===== src/rtl/reel_spinner_if.sv =====
// Reel spinner bus: spin request, reel codes and status; force inputs exist only with REEL_FORCE_EN.
interface reel_spinner_if;
  logic       spin;
  logic [2:0] first;
  logic [2:0] second;
  logic [2:0] third;
  logic       spinning;
  logic       payout;
`ifdef REEL_FORCE_EN
  logic       force_en;
  logic [2:0] force_first;
  logic [2:0] force_second;
  logic [2:0] force_third;

  modport master (
    output spin, force_en, force_first, force_second, force_third,
    input  first, second, third, spinning, payout
  );
  modport slave (
    input  spin, force_en, force_first, force_second, force_third,
    output first, second, third, spinning, payout
  );
`else
  modport master (
    output spin,
    input  first, second, third, spinning, payout
  );
  modport slave (
    input  spin,
    output first, second, third, spinning, payout
  );
`endif
endinterface


===== src/rtl/reel_spinner.sv =====
// Three-reel slot spinner: LFSR-animated reels, staggered freeze, one-clock payout pulse.
// Optional REEL_FORCE_EN adds force inputs that override the frozen reel codes.
module reel_spinner #(
  parameter int unsigned SPIN_CYCLES    = 16,
  parameter int unsigned STAGGER_CYCLES = 8,
  parameter logic [15:0] LFSR_SEED      = 16'hACE1
) (
  input logic           clk,
  input logic           resetn,
  reel_spinner_if.slave bus
);

  localparam logic [2:0] IDLE  = 3'd0;
  localparam logic [2:0] SPIN  = 3'd1;
  localparam logic [2:0] STOP1 = 3'd2;
  localparam logic [2:0] STOP2 = 3'd3;
  localparam logic [2:0] PAY   = 3'd4;

  // An all-zero seed would lock the LFSR up.
  localparam logic [15:0] SEED       = (LFSR_SEED == 16'h0000) ? 16'h0001 : LFSR_SEED;
  localparam logic [15:0] SPIN_LAST  = 16'(SPIN_CYCLES - 1);
  localparam logic [15:0] STAG_LAST  = 16'(STAGGER_CYCLES - 1);

  logic [2:0]  state_q, state_d;
  logic [15:0] lfsr_q, lfsr_d;
  logic [15:0] count_q, count_d;
  logic        spin_q;
  logic [2:0]  first_q, first_d;
  logic [2:0]  second_q, second_d;
  logic [2:0]  third_q, third_d;
  logic        spinning_q, spinning_d;
  logic        payout_q, payout_d;

  logic [2:0]  r1, r2, r3;
  logic [2:0]  frz1, frz2, frz3;

  assign r1 = lfsr_q[2:0];
  assign r2 = lfsr_q[7:5];
  assign r3 = lfsr_q[12:10];

`ifdef REEL_FORCE_EN
  assign frz1 = bus.force_en ? bus.force_first  : r1;
  assign frz2 = bus.force_en ? bus.force_second : r2;
  assign frz3 = bus.force_en ? bus.force_third  : r3;
`else
  assign frz1 = r1;
  assign frz2 = r2;
  assign frz3 = r3;
`endif

  always_comb begin
    lfsr_d     = {lfsr_q[14:0], lfsr_q[15] ^ lfsr_q[13] ^ lfsr_q[12] ^ lfsr_q[10]};
    state_d    = state_q;
    count_d    = count_q + 16'd1;
    first_d    = first_q;
    second_d   = second_q;
    third_d    = third_q;
    spinning_d = spinning_q;
    payout_d   = 1'b0;

    case (state_q)
      IDLE: begin
        count_d = count_q;
        if (bus.spin && !spin_q) begin
          state_d    = SPIN;
          spinning_d = 1'b1;
          count_d    = 16'd0;
        end
      end
      SPIN: begin
        first_d  = r1;
        second_d = r2;
        third_d  = r3;
        if (count_q == SPIN_LAST) begin
          first_d = frz1;
          state_d = STOP1;
          count_d = 16'd0;
        end
      end
      STOP1: begin
        second_d = r2;
        third_d  = r3;
        if (count_q == STAG_LAST) begin
          second_d = frz2;
          state_d  = STOP2;
          count_d  = 16'd0;
        end
      end
      STOP2: begin
        third_d = r3;
        if (count_q == STAG_LAST) begin
          third_d    = frz3;
          state_d    = PAY;
          spinning_d = 1'b0;
          count_d    = 16'd0;
        end
      end
      PAY: begin
        // First PAY clock raises the pulse, second drops it and returns to IDLE.
        count_d = count_q;
        if (!payout_q) begin
          payout_d = 1'b1;
        end else begin
          state_d = IDLE;
        end
      end
      default: begin
        state_d    = IDLE;
        spinning_d = 1'b0;
        count_d    = 16'd0;
      end
    endcase
  end

  always_ff @(posedge clk or negedge resetn) begin
    if (!resetn) begin
      state_q    <= IDLE;
      lfsr_q     <= SEED;
      count_q    <= 16'd0;
      spin_q     <= 1'b0;
      first_q    <= 3'd0;
      second_q   <= 3'd0;
      third_q    <= 3'd0;
      spinning_q <= 1'b0;
      payout_q   <= 1'b0;
    end else begin
      state_q    <= state_d;
      lfsr_q     <= lfsr_d;
      count_q    <= count_d;
      spin_q     <= bus.spin;
      first_q    <= first_d;
      second_q   <= second_d;
      third_q    <= third_d;
      spinning_q <= spinning_d;
      payout_q   <= payout_d;
    end
  end

  assign bus.first    = first_q;
  assign bus.second   = second_q;
  assign bus.third    = third_q;
  assign bus.spinning = spinning_q;
  assign bus.payout   = payout_q;

endmodule


===== src/flat_wrapper.sv =====
// flat-port wrapper written by rule: the top's interface ports become plain ports
module reel_spinner_flat 
#(
  parameter int unsigned SPIN_CYCLES    = 16,
  parameter int unsigned STAGGER_CYCLES = 8,
  parameter logic [15:0] LFSR_SEED      = 16'hACE1
)
  (clk, resetn, bus_spin, bus_first, bus_second, bus_third, bus_spinning, bus_payout);
  reel_spinner_if bus_i ();
  input logic clk;
  input logic resetn;
  input wire logic [$bits(bus_i.spin)-1:0] bus_spin;
  output wire logic [$bits(bus_i.first)-1:0] bus_first;
  output wire logic [$bits(bus_i.second)-1:0] bus_second;
  output wire logic [$bits(bus_i.third)-1:0] bus_third;
  output wire logic [$bits(bus_i.spinning)-1:0] bus_spinning;
  output wire logic [$bits(bus_i.payout)-1:0] bus_payout;
  assign bus_i.spin = bus_spin;
  assign bus_first = bus_i.first;
  assign bus_second = bus_i.second;
  assign bus_third = bus_i.third;
  assign bus_spinning = bus_i.spinning;
  assign bus_payout = bus_i.payout;
  reel_spinner #(.SPIN_CYCLES(SPIN_CYCLES), .STAGGER_CYCLES(STAGGER_CYCLES), .LFSR_SEED(LFSR_SEED)) u_core (.clk(clk), .resetn(resetn), .bus(bus_i));
endmodule

===== config.mk =====
export PLATFORM = sky130hd
export DESIGN_NAME = reel_spinner_flat
export DESIGN_NICKNAME = d
export VERILOG_FILES = /design/src/rtl/reel_spinner_if.sv /design/src/rtl/reel_spinner.sv /design/src/flat_wrapper.sv
export SDC_FILE = /design/constraint.sdc
export NUM_CORES = 1
export LEC_CHECK = 0
export CORE_UTILIZATION = 55
export DETAILED_ROUTE_END_ITERATION = 6
export HOLD_SLACK_MARGIN = 0.1
export PLACE_DENSITY = 0.75
export RECOVER_POWER = 50
export SLEW_MARGIN = 0
export SYNTH_ARGS = -nofsm -noshare
export SYNTH_HDL_FRONTEND = slang
export SYNTH_SLANG_ARGS = --single-unit

===== constraint.sdc =====
create_clock -name clk -period 2.5 [get_ports clk]
set_input_delay 0.25 -clock clk [delete_from_list [all_inputs] [get_ports clk]]
set_output_delay 0.25 -clock clk [all_outputs]
set_load 0.02 [all_outputs]

Word-level counts from Yosys, hierarchy flattened
Cells that the tools add are included.
W data, S select, Z words.
{ "totals": {"regBits": 47, "input_bits": 3, "output_inout_bits": 11, "wordCells": 51} }
{ "op_classes": {"add_sub_neg": 1, "n_eq_ne": 11, "muxes": 15, "bitwise_logic": 5, "n_reduce_logical": 10} }
{ "ops": {"columns": ["cell", "n"], "rows": [
  ["$pmux W16 S4", 1],
  ["$mux W16", 3],
  ["$add A16 B1 Y16 const B", 1],
  ["$eq A16 B3 Y1 const B", 1],
  ["$eq A16 B4 Y1 const B", 1],
  ["$mux W3", 5],
  ["$pmux W3 S5", 1],
  ["$ne A2 B1 Y1 const B", 5],
  ["$eq A3 B2 Y1 const B", 2],
  ["$reduce_or A3 Y1", 2],
  ["$reduce_and A5 Y1", 1],
  ["$mux W1", 4],
  ["$reduce_or A2 Y1", 2],
  ["$eq A3 B1 Y1 const B", 1],
  ["$eq A3 B3 Y1 const B", 1],
  ["$logic_not A3 Y1", 1],
  ["$pmux W1 S3", 1],
  ["$reduce_and A3 Y1", 1],
  ["$xor A1 B1 Y1", 3],
  ["$not A1 Y1", 2],
  ["$reduce_and A2 Y1", 1],
  ["$logic_and A1 B1 Y1", 1],
  ["$logic_not A1 Y1", 1]
]} }

Longest topological paths before layout
{ "logic_depth": {"depth_word": 4, "mapped_depth": 7, "mapped_depth_nobuf": 6} }

Worst setup path before layout
No wires, ideal clock.
{ "synth_timing": {"path_kind": "reg-to-reg", "start": "reg u_core.count_q[5]", "end": "reg u_core.count_q[9]", "setup_time_ns": 0.121, "t_arrival_ns": 1.901, "required_time_ns": 2.379, "setup_slack_ns": 0.478, "stages_incl_launch_ff": 7, "path_buffers": 1, "synth_period_minus_slack_ns": 2.022, "path_cell_list": "dfrtp_1 > or4_4 > nor4_4 > o22a_2 > buf_6 > o21ai_1 > a22o_1"} }
{ "synth_via": {"elab_chain_cells": 3, "elab_cells_between_ends": 6, "cone_classes": "add/sub (1); eq/ne (2); mux (3)"} }
{ "synth_lines": {"columns": ["element", "line", "text"], "rows": [
  ["start: declaration", "reel_spinner.sv:26", "logic [15:0] count_q, count_d;"],
  ["start signal: assignment", "reel_spinner.sv:129", "count_q <= count_d;"],
  ["$add A16 B1 Y16, or another cell as far along", "reel_spinner.sv:54", "count_d = count_q + 16'd1;"],
  ["$mux W16 (on tied branches)", "reel_spinner.sv:83, reel_spinner.sv:91, reel_spinner.sv:74", null],
  ["$pmux W16 S4 (*)", "reel_spinner.sv:61", "case (state_q)"]
]} }
Every way passes the cells marked *; elsewhere a longest branch is shown, timed or not.
A chain may end at the register's enable or synchronous reset.

Worst setup path in the final report
{ "layout_timing": {"start": "reg u_core.count_q[13]", "end": "reg u_core.count_q[9]"} }
{ "layout_via": {"elab_chain_cells": 3, "elab_cells_between_ends": 5, "cone_classes": "eq/ne (2); mux (3)"} }
{ "layout_lines": {"columns": ["element", "line"], "rows": [
  ["$eq A16 B3 Y1 or $eq A16 B4 Y1 (tied branches)", "reel_spinner.sv:83, reel_spinner.sv:91, reel_spinner.sv:74"],
  ["$mux W16 (on tied branches)", "reel_spinner.sv:83, reel_spinner.sv:91, reel_spinner.sv:74"],
  ["$pmux W16 S4 (*)", "reel_spinner.sv:61"]
]} }
Marks and branches as above.

==> flow_results.xml <==
<?xml version="1.0" encoding="UTF-8"?>
<metrics>
  <group name="status">
    <metric name="run_status" unit="">complete, no violations</metric>
  </group>
  <group name="placement">
    <metric name="post_dp_cell_area" unit="mm^2">0.002132</metric>
    <metric name="dp.final_hpwl" unit="mm">2.417</metric>
    <metric name="place.gp.congestion" unit="">0.7896</metric>
    <metric name="placement.io_buffers" unit="">13</metric>
  </group>
  <group name="floorplanning">
    <metric name="design.die.area" unit="mm^2">0.003810</metric>
    <metric name="dieWidth" unit="um">61.73</metric>
    <metric name="initial_core_util" unit="%">57.88</metric>
    <metric name="core_area" unit="mm^2">0.003390</metric>
    <metric name="rows" unit="">21</metric>
    <metric name="ioPinCount" unit="">14</metric>
    <metric name="die_y" unit="um">61.73</metric>
  </group>
  <group name="power_and_ir_drop">
    <metric name="total_power" unit="W">0.001144</metric>
    <metric name="power.static_leakage" unit="nW">0.9337</metric>
    <metric name="worst_supply_voltage_drop_on_vdd" unit="V">0.0003677</metric>
    <metric name="power_per_cell_area" unit="mW/mm^2">519.4</metric>
  </group>
  <group name="timing">
    <metric name="worst_slew_pin_slew" unit="ns">1.125</metric>
    <metric name="layout_worst_path_cycle_share" unit="%">88.12</metric>
    <metric name="fin_setup_tns" unit="ns">0</metric>
    <metric name="fin_hold_ws" unit="ns">0.3626</metric>
    <metric name="final.setup_skew" unit="ns">0.01188</metric>
    <metric name="layout_min_cycle_time" unit="ns">2.203</metric>
    <metric name="final-max-slew-violation-count" unit="">0</metric>
    <metric name="max_clock_freq" unit="GHz">0.4539</metric>
    <metric name="timing.final.setup_violations" unit="">0</metric>
    <metric name="setup_repair_after_global_routing_missed_its_margin" unit="">no</metric>
    <metric name="relSlewSlack" unit="%">25.02</metric>
    <metric name="finalHoldViolations" unit="">0</metric>
  </group>
  <group name="worst_setup_path">
    <metric name="timing.critical_path.arrival" unit="ns">2.45</metric>
    <metric name="crit_path_start_kind" unit="">flip-flop</metric>
    <metric name="reg2regPathDepth" unit="">5</metric>
    <metric name="cp-end-kind" unit="">flip-flop</metric>
    <metric name="data_required_time_of_the_worst_path" unit="ns">2.75</metric>
    <metric name="worst-path-max-fanout" unit="">13</metric>
    <metric name="critical_path_class" unit="">flip-flop to flip-flop</metric>
  </group>
  <group name="synth">
    <metric name="ys_seq_area_share" unit="%">60.46</metric>
    <metric name="ys_types" unit="">36</metric>
    <metric name="syn-instance-count" unit="">170</metric>
    <metric name="yosys_warnings" unit="">0</metric>
    <metric name="synth.net_count" unit="">174</metric>
    <metric name="ys_seq_elements" unit="">47</metric>
    <metric name="synth.avg_cell_area" unit="um^2">11.54</metric>
    <metric name="syn_area" unit="mm^2">0.001962</metric>
  </group>
  <group name="grt">
    <metric name="met2_global_route_usage" unit="%">33.18</metric>
    <metric name="global_route.peak_usage_layer" unit="">met2</metric>
    <metric name="number_of_antenna_violations_at_the_first_check_in_global_routing" unit="">0</metric>
    <metric name="grt_remaining_overflow" unit="">0</metric>
    <metric name="grt_start_max_net_pins" unit="">48</metric>
    <metric name="grt_first_pass_wirelength" unit="mm">5.706</metric>
    <metric name="global_route_track_usage_on_met3" unit="%">6.832</metric>
    <metric name="number_of_global_route_vias_before_repair" unit="">1249</metric>
    <metric name="use_met1" unit="%">28.45</metric>
    <metric name="global_route.usage.total" unit="%">21.47</metric>
  </group>
  <group name="routing">
    <metric name="via_per_inst" unit="">5.596</metric>
    <metric name="dr.pass1.iters" unit="">4</metric>
    <metric name="drc" unit="">0</metric>
    <metric name="route.final.wire_length" unit="mm">3.443</metric>
    <metric name="via_count" unit="">1315</metric>
    <metric name="detail_route.iter0.violations" unit="">94</metric>
    <metric name="ant_nets" unit="">0</metric>
    <metric name="post_drt_wl_per_cell" unit="um">14.65</metric>
  </group>
  <group name="clock_tree">
    <metric name="cts.root.buffer_cell" unit="">sky130_fd_sc_hd__clkbuf_4</metric>
    <metric name="postCtsResizedCells" unit="">0</metric>
    <metric name="clock_tree_from_tritoncts" unit="">built</metric>
    <metric name="cts-buffers-inserted" unit="">5</metric>
    <metric name="worst_skew_pair.late_latency" unit="ns">0.36</metric>
    <metric name="worst_setup_hold_path_clk_slew" unit="ns">0.14</metric>
    <metric name="cts.sink_count" unit="">47</metric>
    <metric name="clock_tree.htree_level_count" unit="">2</metric>
    <metric name="clockBufferDepth" unit="">2</metric>
  </group>
  <group name="final_layout">
    <metric name="filler_cell_count" unit="">271</metric>
    <metric name="finalCoreUtilization" unit="%">64.97</metric>
    <metric name="nNetsFinal" unit="">192</metric>
    <metric name="drive_above_1_share" unit="%">16.93</metric>
    <metric name="layout-area-overhead-vs-synth" unit="%">12.24</metric>
    <metric name="num_antenna_cells" unit="">0</metric>
    <metric name="fin_area" unit="mm^2">0.002202</metric>
  </group>
  <group name="hold_path">
    <metric name="worstHoldPathType" unit="">flip-flop to flip-flop</metric>
    <metric name="min_path_cells" unit="">0</metric>
  </group>
  <group name="job">
    <metric name="maxCapViolations" unit="">0</metric>
  </group>
</metrics>
==> flip-flops by register name, indices dropped and copies added (netlist names) <==
name                 count
u_core.count_q          16
u_core.lfsr_q           16
u_core.bus.first         3
u_core.bus.second        3
u_core.bus.third         3
u_core.state_q           3
u_core.bus.payout        1
u_core.bus.spinning      1
u_core.spin_q            1
==> cells by family (layout without fill, tap and decap cells) <==
family	Yosys count	count (layout)	synth area share [%]
flops	47	47	60.46
fa+ha+maj	1	1	0.6377
xor+xnor	11	11	4.911
simple gates	59	59	16.96
buf+inv	12	31	2.742
compound gates	31	31	9.120
mux	9	9	5.166
==> per-stage QoR <==
step | worst slack [ns] | std cells
6_report | 0.2971 | 235
4_1_cts | 0.2996 | 235
5_1_grt | 0.1670 | 235
3_3_place_gp | 0.4300 | 226
3_5_place_dp | 0.3179 | 226
2_1_floorplan | 0.4780 | 170
==> layout make-up <==
type	instances	area [um^2]	area share, %
clock inverters	3	22.52	1.023
multi-input cells	111	721.9	32.78
flip-flops and latches	47	1186	53.86
inverters	7	26.28	1.193
repair buffers	16	150.1	6.818
clock buffers	5	37.54	1.705
well taps	46	57.56	2.614
==> per-layer routing <==
| layer | part of all wire (%) | wire length, um |
|---|---|---|
| met3 | 3.8 | 131 |
| met4 | 1.5 | 51 |
| met5 | 0 | 0 |
| met1 | 46 | 1587 |
| met2 | 49 | 1672 |
==> worst max-delay path, stage by stage, from the launching register on <==
cell	delay, ns
sky130_fd_sc_hd__dfrtp_1	0.45
sky130_fd_sc_hd__or4_1	0.61
sky130_fd_sc_hd__nor4_4	0.37
sky130_fd_sc_hd__o22a_2	0.32
sky130_fd_sc_hd__o21ai_1	0.10
sky130_fd_sc_hd__a22o_1	0.24
==> cells in the final DEF (no fill, tap or decap), types with 2 or more instances in the layout <==
master	count
sky130_fd_sc_hd__a22o_1	2
sky130_fd_sc_hd__clkdlybuf4s50_1	11
sky130_fd_sc_hd__dfstp_2	4
sky130_fd_sc_hd__o22ai_1	2
sky130_fd_sc_hd__xor2_1	3
sky130_fd_sc_hd__dfrtp_1	39
sky130_fd_sc_hd__inv_1	7
sky130_fd_sc_hd__nand3_1	2
sky130_fd_sc_hd__clkbuf_4	5
sky130_fd_sc_hd__or2_2	2
sky130_fd_sc_hd__o21ai_0	17
sky130_fd_sc_hd__nand4_1	3
sky130_fd_sc_hd__nor2_1	10
sky130_fd_sc_hd__dfstp_1	4
sky130_fd_sc_hd__inv_6	2
sky130_fd_sc_hd__nand2_1	18
sky130_fd_sc_hd__xnor2_1	8
sky130_fd_sc_hd__a21oi_1	5
sky130_fd_sc_hd__nor3_1	6
sky130_fd_sc_hd__buf_4	2
sky130_fd_sc_hd__nor4_1	2
sky130_fd_sc_hd__mux2_2	9
sky130_fd_sc_hd__or3_1	6
sky130_fd_sc_hd__dlygate4sd3_1	2
sky130_fd_sc_hd__or4_4	2
==> cells in the mapped netlist <==
master | number | area, um^2
sky130_fd_sc_hd__dfrtp_1 | 39 | 975.9
sky130_fd_sc_hd__nand2_1 | 18 | 67.56
sky130_fd_sc_hd__o21ai_0 | 17 | 85.08
sky130_fd_sc_hd__nor2_1 | 10 | 37.54
sky130_fd_sc_hd__mux2_2 | 9 | 101.4
sky130_fd_sc_hd__dfstp_2 | 8 | 210.2
sky130_fd_sc_hd__xnor2_1 | 8 | 70.07
sky130_fd_sc_hd__inv_1 | 7 | 26.28
sky130_fd_sc_hd__nor3_1 | 6 | 30.03
sky130_fd_sc_hd__or3_1 | 6 | 37.54
sky130_fd_sc_hd__a21oi_1 | 5 | 25.02
sky130_fd_sc_hd__clkbuf_1 | 3 | 11.26
sky130_fd_sc_hd__nand4_1 | 3 | 18.77
sky130_fd_sc_hd__xor2_1 | 3 | 26.28
sky130_fd_sc_hd__a22o_1 | 2 | 17.52
sky130_fd_sc_hd__nand3_1 | 2 | 10.01
sky130_fd_sc_hd__nor4_1 | 2 | 12.51
sky130_fd_sc_hd__o22ai_1 | 2 | 12.51
sky130_fd_sc_hd__or2_2 | 2 | 12.51
sky130_fd_sc_hd__or4_4 | 2 | 22.52
sky130_fd_sc_hd__a221oi_1 | 1 | 8.760
sky130_fd_sc_hd__a31oi_1 | 1 | 6.260
sky130_fd_sc_hd__and4_1 | 1 | 8.760
sky130_fd_sc_hd__buf_2 | 1 | 5.000
sky130_fd_sc_hd__buf_6 | 1 | 11.26
sky130_fd_sc_hd__ha_1 | 1 | 12.51
sky130_fd_sc_hd__nand3b_1 | 1 | 7.510
sky130_fd_sc_hd__nor2b_1 | 1 | 6.260
sky130_fd_sc_hd__nor3b_1 | 1 | 7.510
sky130_fd_sc_hd__nor3b_2 | 1 | 12.51
sky130_fd_sc_hd__nor4_2 | 1 | 12.51
sky130_fd_sc_hd__nor4_4 | 1 | 21.27
sky130_fd_sc_hd__o21ai_1 | 1 | 5.000
sky130_fd_sc_hd__o22a_2 | 1 | 10.01
sky130_fd_sc_hd__o41ai_1 | 1 | 8.760
sky130_fd_sc_hd__or4_1 | 1 | 7.510
==> report_power, final <==
group | internal, W | leakage (nW) | total, W | switching (W)
Sequential | 0.000762 | 0.562 | 0.000763 | 0.000000824
Clock | 0.000116 | 0.0360 | 0.000359 | 0.000244
Combinational | 0.00000494 | 0.336 | 0.0000214 | 0.0000164
==> final timing paths <==
kind                                     end               start  slack [ns]
max                        u_core.count_q[9]  u_core.count_q[13]        0.30
min                         u_core.lfsr_q[9]    u_core.lfsr_q[8]        0.36
max reg2reg                u_core.count_q[9]  u_core.count_q[13]        0.30
min reg2reg                 u_core.lfsr_q[9]    u_core.lfsr_q[8]        0.36
max in group asynchronous  u_core.count_q[5]              resetn        1.20
min in group asynchronous  u_core.count_q[4]              resetn        0.62
==> repair_timing <==
| action | CTS | global route |
|---|---|---|
| endpoints found under the hold margin | 39 | 0 |
| hold buffers | 1 | 0 |
| setup buffers | 0 | 0 |
Power figures use the tool's default switching activity.
